### src/rtl/smss_power_map_seq.sv
// ---------------------------------------------------------------------------
// smss_power_map_seq
//
// Iterative power-map S-box: computes y = x^e over GF(2^N) in polynomial
// basis, reduced modulo POLY. The exponent is supplied at runtime.
// Square-and-multiply runs MSB first, one exponent bit per clock.
//
// Optional build macro: SMSS_AFFINE_EN
//   defined   : y = x^e XOR {N{^(x & MASK)}} (masked parity broadcast)
//   undefined : y = x^e (MASK has no effect)
//
// Handshake: a transfer happens on a rising edge where valid && ready are
// both high. The producer holds valid and its payload stable until that edge.
// Ready may be asserted without valid. in_ready is high only in IDLE, so
// requests are never queued. out_valid with y_out is held until out_ready.
//
// Ports
//   clk        in   rising-edge clock
//   rst_n      in   asynchronous active-low reset
//   in_valid   in   request valid
//   in_ready   out  engine can accept a request (IDLE)
//   x_in       in   [N-1:0] field element operand
//   e_in       in   [N-1:0] unsigned exponent
//   out_valid  out  result valid
//   out_ready  in   downstream accepts the result
//   y_out      out  [N-1:0] registered result
//   busy       out  high in RUN or DONE
// ---------------------------------------------------------------------------
module smss_power_map_seq #(
  parameter int             N    = 6,
  parameter logic [N:0]     POLY = 7'h43,
  parameter logic [N-1:0]   MASK = 6'h14
) (
  input  logic         clk,
  input  logic         rst_n,
  input  logic         in_valid,
  output logic         in_ready,
  input  logic [N-1:0] x_in,
  input  logic [N-1:0] e_in,
  output logic         out_valid,
  input  logic         out_ready,
  output logic [N-1:0] y_out,
  output logic         busy
);

  localparam int CW = (N > 1) ? $clog2(N) : 1;
  localparam logic [N-1:0] ONE = {{(N-1){1'b0}}, 1'b1};

`ifdef SMSS_AFFINE_EN
  localparam logic AFFINE_ON = 1'b1;
`else
  localparam logic AFFINE_ON = 1'b0;
`endif

  typedef enum logic [1:0] {
    S_IDLE = 2'd0,
    S_RUN  = 2'd1,
    S_DONE = 2'd2
  } state_t;

  state_t         state_q, state_d;
  logic [N-1:0]   x_q, x_d;
  logic [N-1:0]   e_q, e_d;
  logic [N-1:0]   acc_q, acc_d;
  logic [N-1:0]   y_q, y_d;
  logic [CW-1:0]  cnt_q, cnt_d;
  logic           ov_q, ov_d;

  logic [N-1:0]   step;
  logic [N-1:0]   affine;

  // Shift-and-add field multiply: the running multiplicand is multiplied by
  // the generator (shift, fold top bit back via POLY) each position, which is
  // the carry-less product reduced modulo POLY.
  function automatic logic [N-1:0] gf_mul(input logic [N-1:0] a,
                                          input logic [N-1:0] b);
    logic [N-1:0] p;
    logic [N-1:0] s;
    p = '0;
    s = a;
    for (int i = 0; i < N; i++) begin
      if (b[i]) p = p ^ s;
      s = s[N-1] ? ((s << 1) ^ POLY[N-1:0]) : (s << 1);
    end
    return p;
  endfunction

  // One square-and-multiply step for exponent bit cnt.
  assign step   = gf_mul(gf_mul(acc_q, acc_q), e_q[cnt_q] ? x_q : ONE);
  assign affine = {N{AFFINE_ON & (^(x_q & MASK))}};

  always_comb begin
    state_d = state_q;
    x_d     = x_q;
    e_d     = e_q;
    acc_d   = acc_q;
    y_d     = y_q;
    cnt_d   = cnt_q;
    ov_d    = ov_q;
    case (state_q)
      S_IDLE: begin
        if (in_valid) begin
          x_d     = x_in;
          e_d     = e_in;
          acc_d   = ONE;
          cnt_d   = CW'(N - 1);
          state_d = S_RUN;
        end
      end
      S_RUN: begin
        acc_d = step;
        cnt_d = cnt_q - CW'(1);
        if (cnt_q == '0) begin
          cnt_d   = '0;
          y_d     = step ^ affine;
          ov_d    = 1'b1;
          state_d = S_DONE;
        end
      end
      S_DONE: begin
        if (out_ready) begin
          ov_d    = 1'b0;
          state_d = S_IDLE;
        end
      end
      default: begin
        ov_d    = 1'b0;
        state_d = S_IDLE;
      end
    endcase
  end

  always_ff @(posedge clk or negedge rst_n) begin
    if (!rst_n) begin
      state_q <= S_IDLE;
      x_q     <= '0;
      e_q     <= '0;
      acc_q   <= '0;
      y_q     <= '0;
      cnt_q   <= '0;
      ov_q    <= 1'b0;
    end else begin
      state_q <= state_d;
      x_q     <= x_d;
      e_q     <= e_d;
      acc_q   <= acc_d;
      y_q     <= y_d;
      cnt_q   <= cnt_d;
      ov_q    <= ov_d;
    end
  end

  assign in_ready  = (state_q == S_IDLE);
  assign busy      = (state_q != S_IDLE);
  assign out_valid = ov_q;
  assign y_out     = y_q;

endmodule
### config.mk
export PLATFORM = sky130hd
export DESIGN_NAME = smss_power_map_seq
export DESIGN_NICKNAME = d
export VERILOG_FILES = /design/src/rtl/smss_power_map_seq.sv
export SDC_FILE = /design/constraint.sdc
export NUM_CORES = 1
export LEC_CHECK = 0
export BUFFER_PORTS_ARGS = -buffer_cell sky130_fd_sc_hd__buf_2
export CAP_MARGIN = 20
export CORE_AREA = 2 2 56 97
export CTS_CLUSTER_DIAMETER = 50
export DETAILED_ROUTE_END_ITERATION = 16
export DIE_AREA = 0 0 58 99
export SLEW_MARGIN = 10
export SYNTH_ARGS = -nofsm -noshare
export SYNTH_HDL_FRONTEND = slang
export SYNTH_SLANG_ARGS = --single-unit
### constraint.sdc
create_clock -name clk -period 6 [get_ports clk]
set_input_delay 0 -clock clk [delete_from_list [all_inputs] [get_ports clk]]
set_output_delay 0 -clock clk [all_outputs]
set_load 0.01 [all_outputs]
==> qor.yml, run 1 <==
outcome: "complete, no violations"
synth_cell_types: 51
drv_slew: 0
setup_total_negative_slack_ns: 0
portBuffers: 24
ios: 25
yosysWarnings: 0
crit_type: "reg2reg"
wl_um: 4870
syn_area_sq_um: 2170
timing.fmax_mhz: 309
dpl.hpwl_um: 3600
max-slew-margin-rel: 0.377
syn_area_per_cell_sq_um: 9.06
setup_viol: 0
async_reset_ff_frac: 1.00
start_util: 0.439
clock_sinks: 30
vias: 1780
grt_pass1_vias: 1779
synth_area_leader_cell: "dfrtp_1"
htree_levels: 2
grtUsageTotal: 0.193
period_minus_slack_ns: 3.24
hold_viol: 0
ant_nets: 0
grt_max_degree: 31
clk_latency_ns: 0.28
multiInputGateArea_sq_um: 1330
cts_buffers: 5
grt_pass1_wl_um: 8510
synth_area_leaders: "dfrtp_1, xnor2_1, nand2_1"
clk_pin_slew_worst_paths_ns: 0.07
skew_ns: 0.00849
overflow: 0
synth_top_area_share: 0.347
rsz0062_at_grt: "no"
dieArea_sq_um: 5740
ys_seq_elements: 30
tightest_slew_ns: 0.934
synth.net_count: 258
final_nets: 292
die_w_um: 58
register_area_sq_um: 751
num_rows: 34
n_antenna_cell: 0
syn2layout_area_growth_pct: 16.9
core_sq_um: 4930
worstPathRequired_ns: 6.13
drc: 0
drv_cap: 0
path_max_fanout: 12
wire_per_inst_um: 14.8
synth-edff-count: 0
post_cts_buffers: 0
die_h_um: 99
fillerInstances: 477
synth-main-ff-cell: "dfrtp_1"
synth-seq-area-share: 0.347
firstDrtPassIters: 4
hold_path.class: "in2reg"
arrival_ns: 3.37
vias_per_cell: 5.43
cts_max_path_buffers: 2
place.gp.congestion: 0.878
final_common_cell: "nand2_1"
endpoint_kind: "register"
cts_root_buffer: "clkbuf_8"
start_kind: "register"
fin_crit_sh: 0.539
antenna_found_initial: 0
mostFrequentLayoutCells: "nand2_1, dfrtp_1, buf_2, xnor2_1"
drtIter0Drc: 31
drive_gt1_frac: 0.182
syn_inst: 239
cts_tree: "done"
-- synth_stat cells, drive strengths merged, types with 2 or more instances --
cell type  instances
and3               3
nor2b              5
nor2              14
buf                2
nor3b              2
a21oi              6
nand2             41
xnor2             19
nand3              4
o21a               2
xor2               9
inv                8
nor3               4
xnor3              3
and2b              3
clkbuf             9
mux2i              3
o31ai              2
o2bb2ai            3
or2                3
xor3               2
o21ai             15
a22oi              2
dfrtp             30
mux2              14
o22ai              4
nand2b             9
ha                 3
-- kinds of logic after synthesis --
group                    count (synthesis)  synth area share
AO/OA/AOI/OAI                           43             0.128
XOR/XNOR                                33             0.166
multiplexers                            17            0.0884
adder cells (fa/ha/maj)                  3            0.0173
AND/OR/NAND/NOR                         94             0.214
flip-flops                              30             0.347
buffers and inverters                   19            0.0399
-- final timing paths --
check | start | endpoint | slack (ns) | cells past startpoint
max in group asynchronous | rst_n | e_q[4] | 5.26 | 2
hold / removal | in_valid | state_q[0] | 0.006 | 3
min in group asynchronous | rst_n | state_q[1] | 0.29 | 2
setup / recovery | acc_q[5] | acc_q[1] | 2.76 | 9
hold reg to reg | y_out[1] | y_out[1] | 0.48 | 2
setup reg to reg | acc_q[5] | acc_q[1] | 2.76 | 9
-- state kept, by name (all words and copies together), names as in the netlist --
signal,flops
cnt_q,3
state_q,2
x_q,6
y_out,6
acc_q,6
out_valid,1
e_q,6
-- timing repair --
item                      CTS  global route
gates resized for setup     0             0
hold buffers               14             0
hold endpoints to repair   44             0
-- worst max-delay path, cell delays in order, from the launching register on --
cell and delay (ns):
dfrtp_1 0.51, ha_1 0.44, and3b_1 0.22, o31ai_1 0.37
xnor2_1 0.33, nand2_1 0.14, xnor3_1 0.37, mux2_1 0.33
xnor2_1 0.26, o22ai_1 0.11
-- area by class of cell --
class / instances / share of cell area
tap: 54 / 0.0267
timing repair buffer: 38 / 0.103
multi-input combinational: 190 / 0.525
clock buffer: 6 / 0.0326
inverter: 8 / 0.0119
clock inverter: 2 / 0.00494
sequential: 30 / 0.296
-- layer usage --
layer	vias up	global-route usage	wire length, um
met4	0	0.0841	144
met1	850	0.220	1860
met3	8	0.0197	131
li1	880	-	-
met2	42	0.350	2730
met5	-	0	0
-- metrics by stage --
step	util	hold WS, ns	instance area (sq um)	std cells	setup WS [ns]
2_1_floorplan	-	-0.296	2170	239	3.24
3_3_place_gp	0.466	0.0660	2300	306	2.76
3_5_place_dp	0.466	0.0663	2300	306	2.75
4_1_cts	0.513	0.00274	2530	328	2.73
5_1_grt	0.513	0.0162	2530	328	2.55
6_report	0.513	0.00619	2530	328	2.76
Power of run 1 is left out: the tool's default activity adds up to more than one toggle a clock period on the data nets, which glitch-free logic cannot reach.
==> run 2: changes to the inputs <==
--- a/config.mk
+++ b/config.mk
@@ -5,12 +5,13 @@
 export SDC_FILE = /design/constraint.sdc
 export NUM_CORES = 1
 export LEC_CHECK = 0
+export ABC_AREA = 1
 export BUFFER_PORTS_ARGS = -buffer_cell sky130_fd_sc_hd__buf_2
 export CAP_MARGIN = 20
-export CORE_AREA = 2 2 56 97
+export CORE_AREA = 2 2 59 102
 export CTS_CLUSTER_DIAMETER = 50
 export DETAILED_ROUTE_END_ITERATION = 16
-export DIE_AREA = 0 0 58 99
+export DIE_AREA = 0 0 61 104
 export SLEW_MARGIN = 10
 export SYNTH_ARGS = -nofsm -noshare
 export SYNTH_HDL_FRONTEND = slang
==> constraint.sdc (replaced) <==
create_clock -name clk -period 2.6 [get_ports clk]
set_input_delay 0 -clock clk [delete_from_list [all_inputs] [get_ports clk]]
set_output_delay 0 -clock clk [all_outputs]
set_load 0.01 [all_outputs]
==> qor.yml, run 2 <==
wire_per_inst_um: 12.7
syn_area_per_cell_sq_um: 6.07
cts_root_buffer: "clkbuf_8"
clk_pin_slew_worst_paths_ns: 0.08
synth-edff-count: 0
synth_cell_types: 29
clk_latency_ns: 0.30
whs_endpoint: "state_q[0]"
final_common_cell: "nand2_1"
start_util: 0.433
grt_max_degree: 31
endpoint_kind: "register"
drv_cap: 0
hold_viol: 0
synth_top_area_share: 0.313
whs_ns: 0.146
rsz0062_at_grt: "no"
crit_type: "reg2reg"
async_reset_ff_frac: 1.00
r2r_setup_slack_ns: 0.36
skew_ns: 0.0205
ios: 25
start_kind: "register"
htree_levels: 2
vias_per_cell: 4.91
synth_area_leader_cell: "dfrtp_1"
drive_gt1_frac: 0.150
grt_pass1_wl_um: 11400
n_antenna_cell: 0
syn_inst: 395
final_nets: 459
drtIter0Drc: 73
wl_um: 6550
yosysMostFrequentCell: "nand2_1"
drv_slew: 0
mostFrequentLayoutCells: "nand2_1, nand3_1, inv_1, dfrtp_1, buf_2"
vias: 2538
synth-seq-area-share: 0.313
min-delay-start: "in_valid"
ys_seq_elements: 30
die_h_um: 104
cts_tree: "done"
max-slew-margin-rel: 0.537
worstPathRequired_ns: 2.80
setup_viol: 0
syn_area_sq_um: 2400
ff2ff_path_depth: 16
synth.net_count: 414
firstDrtPassIters: 4
setup_total_negative_slack_ns: 0
syn2layout_area_growth_pct: 19.3
portBuffers: 24
yosysWarnings: 0
path_max_fanout: 8
grt_pass1_vias: 2520
overflow: 0
fillerInstances: 600
tightest_slew_ns: 0.695
dpl.hpwl_um: 5190
cts_buffers: 5
cts_max_path_buffers: 2
period_minus_slack_ns: 2.24
min_path_cells: 4
r2r-start: "acc_q[0]"
antenna_found_initial: 0
timing.fmax_mhz: 445
place.gp.congestion: 0.951
ant_nets: 0
die_w_um: 61
outcome: "complete, no violations"
dieArea_sq_um: 6340
hold_path.class: "in2reg"
drc: 0
r2r-end: "acc_q[2]"
num_rows: 36
arrival_ns: 2.45
synth_area_leaders: "dfrtp_1, nand2_1, nand3_1"
fin_crit_sh: 0.863
clock_sinks: 30
synth-main-ff-cell: "dfrtp_1"
grtUsageTotal: 0.238
ys_top_cells_by_count: "nand2_1, nand3_1, inv_1, dfrtp_1, nor2_1"
core_sq_um: 5540
-- run 2: layout make-up --
type / instances / area, sq um / share of cell area
multi-input combinational: 309 / 1430 / 0.500
sequential: 30 / 751 / 0.263
timing repair buffer: 43 / 298 / 0.104
inverter: 51 / 191 / 0.0670
tap: 76 / 95.1 / 0.0333
clock buffer: 6 / 82.6 / 0.0289
clock inverter: 2 / 12.5 / 0.00438
-- run 2: routing by layer --
| metal | vias to the layer above | track usage | wire length [um] |
|---|---|---|---|
| li1 | 1308 | - | - |
| met1 | 1143 | 0.242 | 2440 |
| met2 | 62 | 0.417 | 3550 |
| met3 | 25 | 0.0410 | 169 |
| met4 | 0 | 0.154 | 393 |
| met5 | - | 0 | 0 |
-- run 2: worst max-delay path by stage --
stage	to	depth (start not counted)	slack (ns)	startpoint
after global routing	y_out[3]	15	0.09	acc_q[0]
final	acc_q[2]	16	0.36	acc_q[0]
after global placement	acc_q[2]	15	0.33	acc_q[0]
after detailed placement	acc_q[2]	15	0.31	acc_q[0]
after floorplan	y_out[1]	15	0.62	acc_q[0]
after CTS	acc_q[2]	15	0.30	acc_q[0]
-- run 2: logic make-up (layout without fill, tap and decap cells) --
| logic type | count (synthesis) | after routing | share of synthesized area |
|---|---|---|---|
| AND/OR/NAND/NOR | 273 | 273 | 0.489 |
| flip-flops | 30 | 30 | 0.313 |
| AO/OA/AOI/OAI | 28 | 28 | 0.0684 |
| XOR/XNOR | 5 | 5 | 0.0183 |
| buffers and inverters | 56 | 102 | 0.0960 |
| adder cells (fa/ha/maj) | 3 | 3 | 0.0157 |
-- run 2: repair_timing --
action,in CTS,in global routing
resized for setup,0,1
hold buffers,14,0
setup buffers,0,0
setup endpoints to repair,0,2
hold endpoints to repair,43,0
-- run 2: worst max-delay path: stages, from the launching register on --
cell,delay (ns)
dfrtp_1,0.44
ha_4,0.31
inv_2,0.05
nand2_2,0.09
nand3_1,0.07
nand2_1,0.08
nand3_1,0.13
nand2_2,0.20
inv_1,0.11
nand2_1,0.07
nand2_1,0.06
nand2_1,0.14
inv_1,0.06
nand2_1,0.07
nand3_1,0.09
nand3_1,0.11
nand2_1,0.05
-- run 2: stage by stage --
stage	worst slack, ns	util	cells	area, sq um
after floorplan	0.617	-	395	2400
after global placement	0.334	0.471	495	2610
after detailed placement	0.305	0.471	495	2610
after CTS	0.298	0.514	517	2850
after global routing	0.0855	0.516	517	2860
final	0.355	0.516	517	2860
Power of run 2 is left out for the same reason.
==> run 3: changes to the inputs <==
==> constraint.sdc (replaced) <==
create_clock -name clk -period 2.23 [get_ports clk]
set_input_delay 0 -clock clk [delete_from_list [all_inputs] [get_ports clk]]
set_output_delay 0 -clock clk [all_outputs]
set_load 0.01 [all_outputs]
==> qor.yml, run 3 (synthesized netlist as in run 2, its figures left out) <==
fin_crit_sh: 0.960
overflow: 0
endpoint_kind: "register"
drv_slew: 0
outcome: "complete, no violations"
crit_type: "reg2reg"
die_h_um: 104
grtUsageTotal: 0.237
start_kind: "register"
fillerInstances: 541
ios: 25
antenna_found_initial: 0
mostFrequentLayoutCells: "nand2_1, nand2_2, inv_1, nand3_1, dfrtp_1"
skew_ns: 0.0111
cp_slowest_stage_delay_ns: 0.41
tightest_slew_ns: 0.686
max-slew-margin-rel: 0.542
cp_top_family: "simple AND/OR/NAND/NOR gates"
cts_max_path_buffers: 2
clk_pin_slew_worst_paths_ns: 0.07
cts_root_buffer: "clkbuf_8"
setup_viol: 0
core_sq_um: 5540
n_antenna_cell: 0
dieArea_sq_um: 6340
worstPathRequired_ns: 2.43
dpl.hpwl_um: 5200
rsz0062_at_grt: "yes"
grt_pass1_vias: 2561
hold_viol: 0
final_common_cell: "nand2_1"
clock_sinks: 30
syn2layout_area_growth_pct: 34.9
register_area_sq_um: 752
multiInputGateArea_sq_um: 1740
final_nets: 466
vias_per_cell: 4.98
firstDrtPassIters: 5
ant_nets: 0
drv_cap: 0
clk_latency_ns: 0.30
start_util: 0.433
timing.fmax_mhz: 467
cp_num_buf_inv: 4
wire_per_inst_um: 13.3
vias: 2607
drive_gt1_frac: 0.330
grt_pass1_wl_um: 11400
period_minus_slack_ns: 2.14
drtIter0Drc: 78
path_max_fanout: 7
setup_total_negative_slack_ns: 0
wl_um: 6980
drc: 0
arrival_ns: 2.34
portBuffers: 24
htree_levels: 2
die_w_um: 61
path_cells: "ha_4, inv_4, nand2_4, nand3_4, nor2_4, inv_2, nand2_4, buf_6, nor2_2, nand2_1, nand2_2, inv_2, nand2_2, nand2_1, nand2_2, nand3_2, nand2_1"
num_rows: 36
place.gp.congestion: 0.877
cts_buffers: 5
hold_path.class: "in2reg"
cts_tree: "done"
cpMaxStageDelayCell: "dfrtp_1"
grt_max_degree: 31
## run 3: cell types whose count changed in the layout (fill, tap and decap cells not counted), sizes merged
cell and delta:
buf +7
## run 3: what timing repair did
action	in CTS	in global routing
endpoints found under the setup margin	6	12
pin swaps	0	23
gates resized for setup	4	92
hold buffers	14	0
endpoints found under the hold margin	43	0
buffers inserted	0	3
## run 3: layer usage
| layer | track usage | share of wire | vias to the layer above |
|---|---|---|---|
| met5 | 0 | 0 | - |
| met4 | 0.123 | 0.039 | 0 |
| met3 | 0.0336 | 0.024 | 14 |
| met2 | 0.432 | 0.57 | 45 |
| met1 | 0.244 | 0.37 | 1220 |
| li1 | - | - | 1328 |
## run 3: through the flow
step	cell area [sq um]	setup slack (ns)	util	cells	hold WS (ns)
4_1_cts	2890	0.0466	0.522	521	0.138
3_5_place_dp	2640	-0.0620	0.477	499	0.0798
5_1_grt	3230	-0.0608	0.584	524	0.179
3_3_place_gp	2640	0.00822	0.477	499	0.0734
6_report	3230	0.0902	0.584	524	0.129
2_1_floorplan	2400	0.247	-	395	-0.296
## run 3: worst paths after layout
check                          from         end  slack (ns)  depth (start not counted)
max in group asynchronous     rst_n    cnt_q[0]        1.47                          2
min in group asynchronous     rst_n    y_out[1]        0.27                          2
setup / recovery           acc_q[0]    acc_q[5]        0.09                         17
setup reg to reg           acc_q[0]    acc_q[5]        0.09                         17
hold reg to reg            y_out[1]    y_out[1]        0.48                          2
hold / removal             in_valid  state_q[0]        0.13                          4
## run 3: worst register-to-register path: stages, from the launching register on
cell	delay [ns]
dfrtp_1	0.41
ha_4	0.32
inv_4	0.05
nand2_4	0.10
nand3_4	0.12
nor2_4	0.18
inv_2	0.06
nand2_4	0.11
buf_6	0.12
nor2_2	0.03
nand2_1	0.07
nand2_2	0.09
inv_2	0.07
nand2_2	0.05
nand2_1	0.08
nand2_2	0.07
nand3_2	0.07
nand2_1	0.05
## run 3: layout make-up
class	count	area share
multi-input combinational	309	0.537
sequential	30	0.233
timing repair buffer	50	0.111
inverter	51	0.0608
tap	76	0.0294
clock buffer	6	0.0255
clock inverter	2	0.00387
Power of run 3 is left out for the same reason.
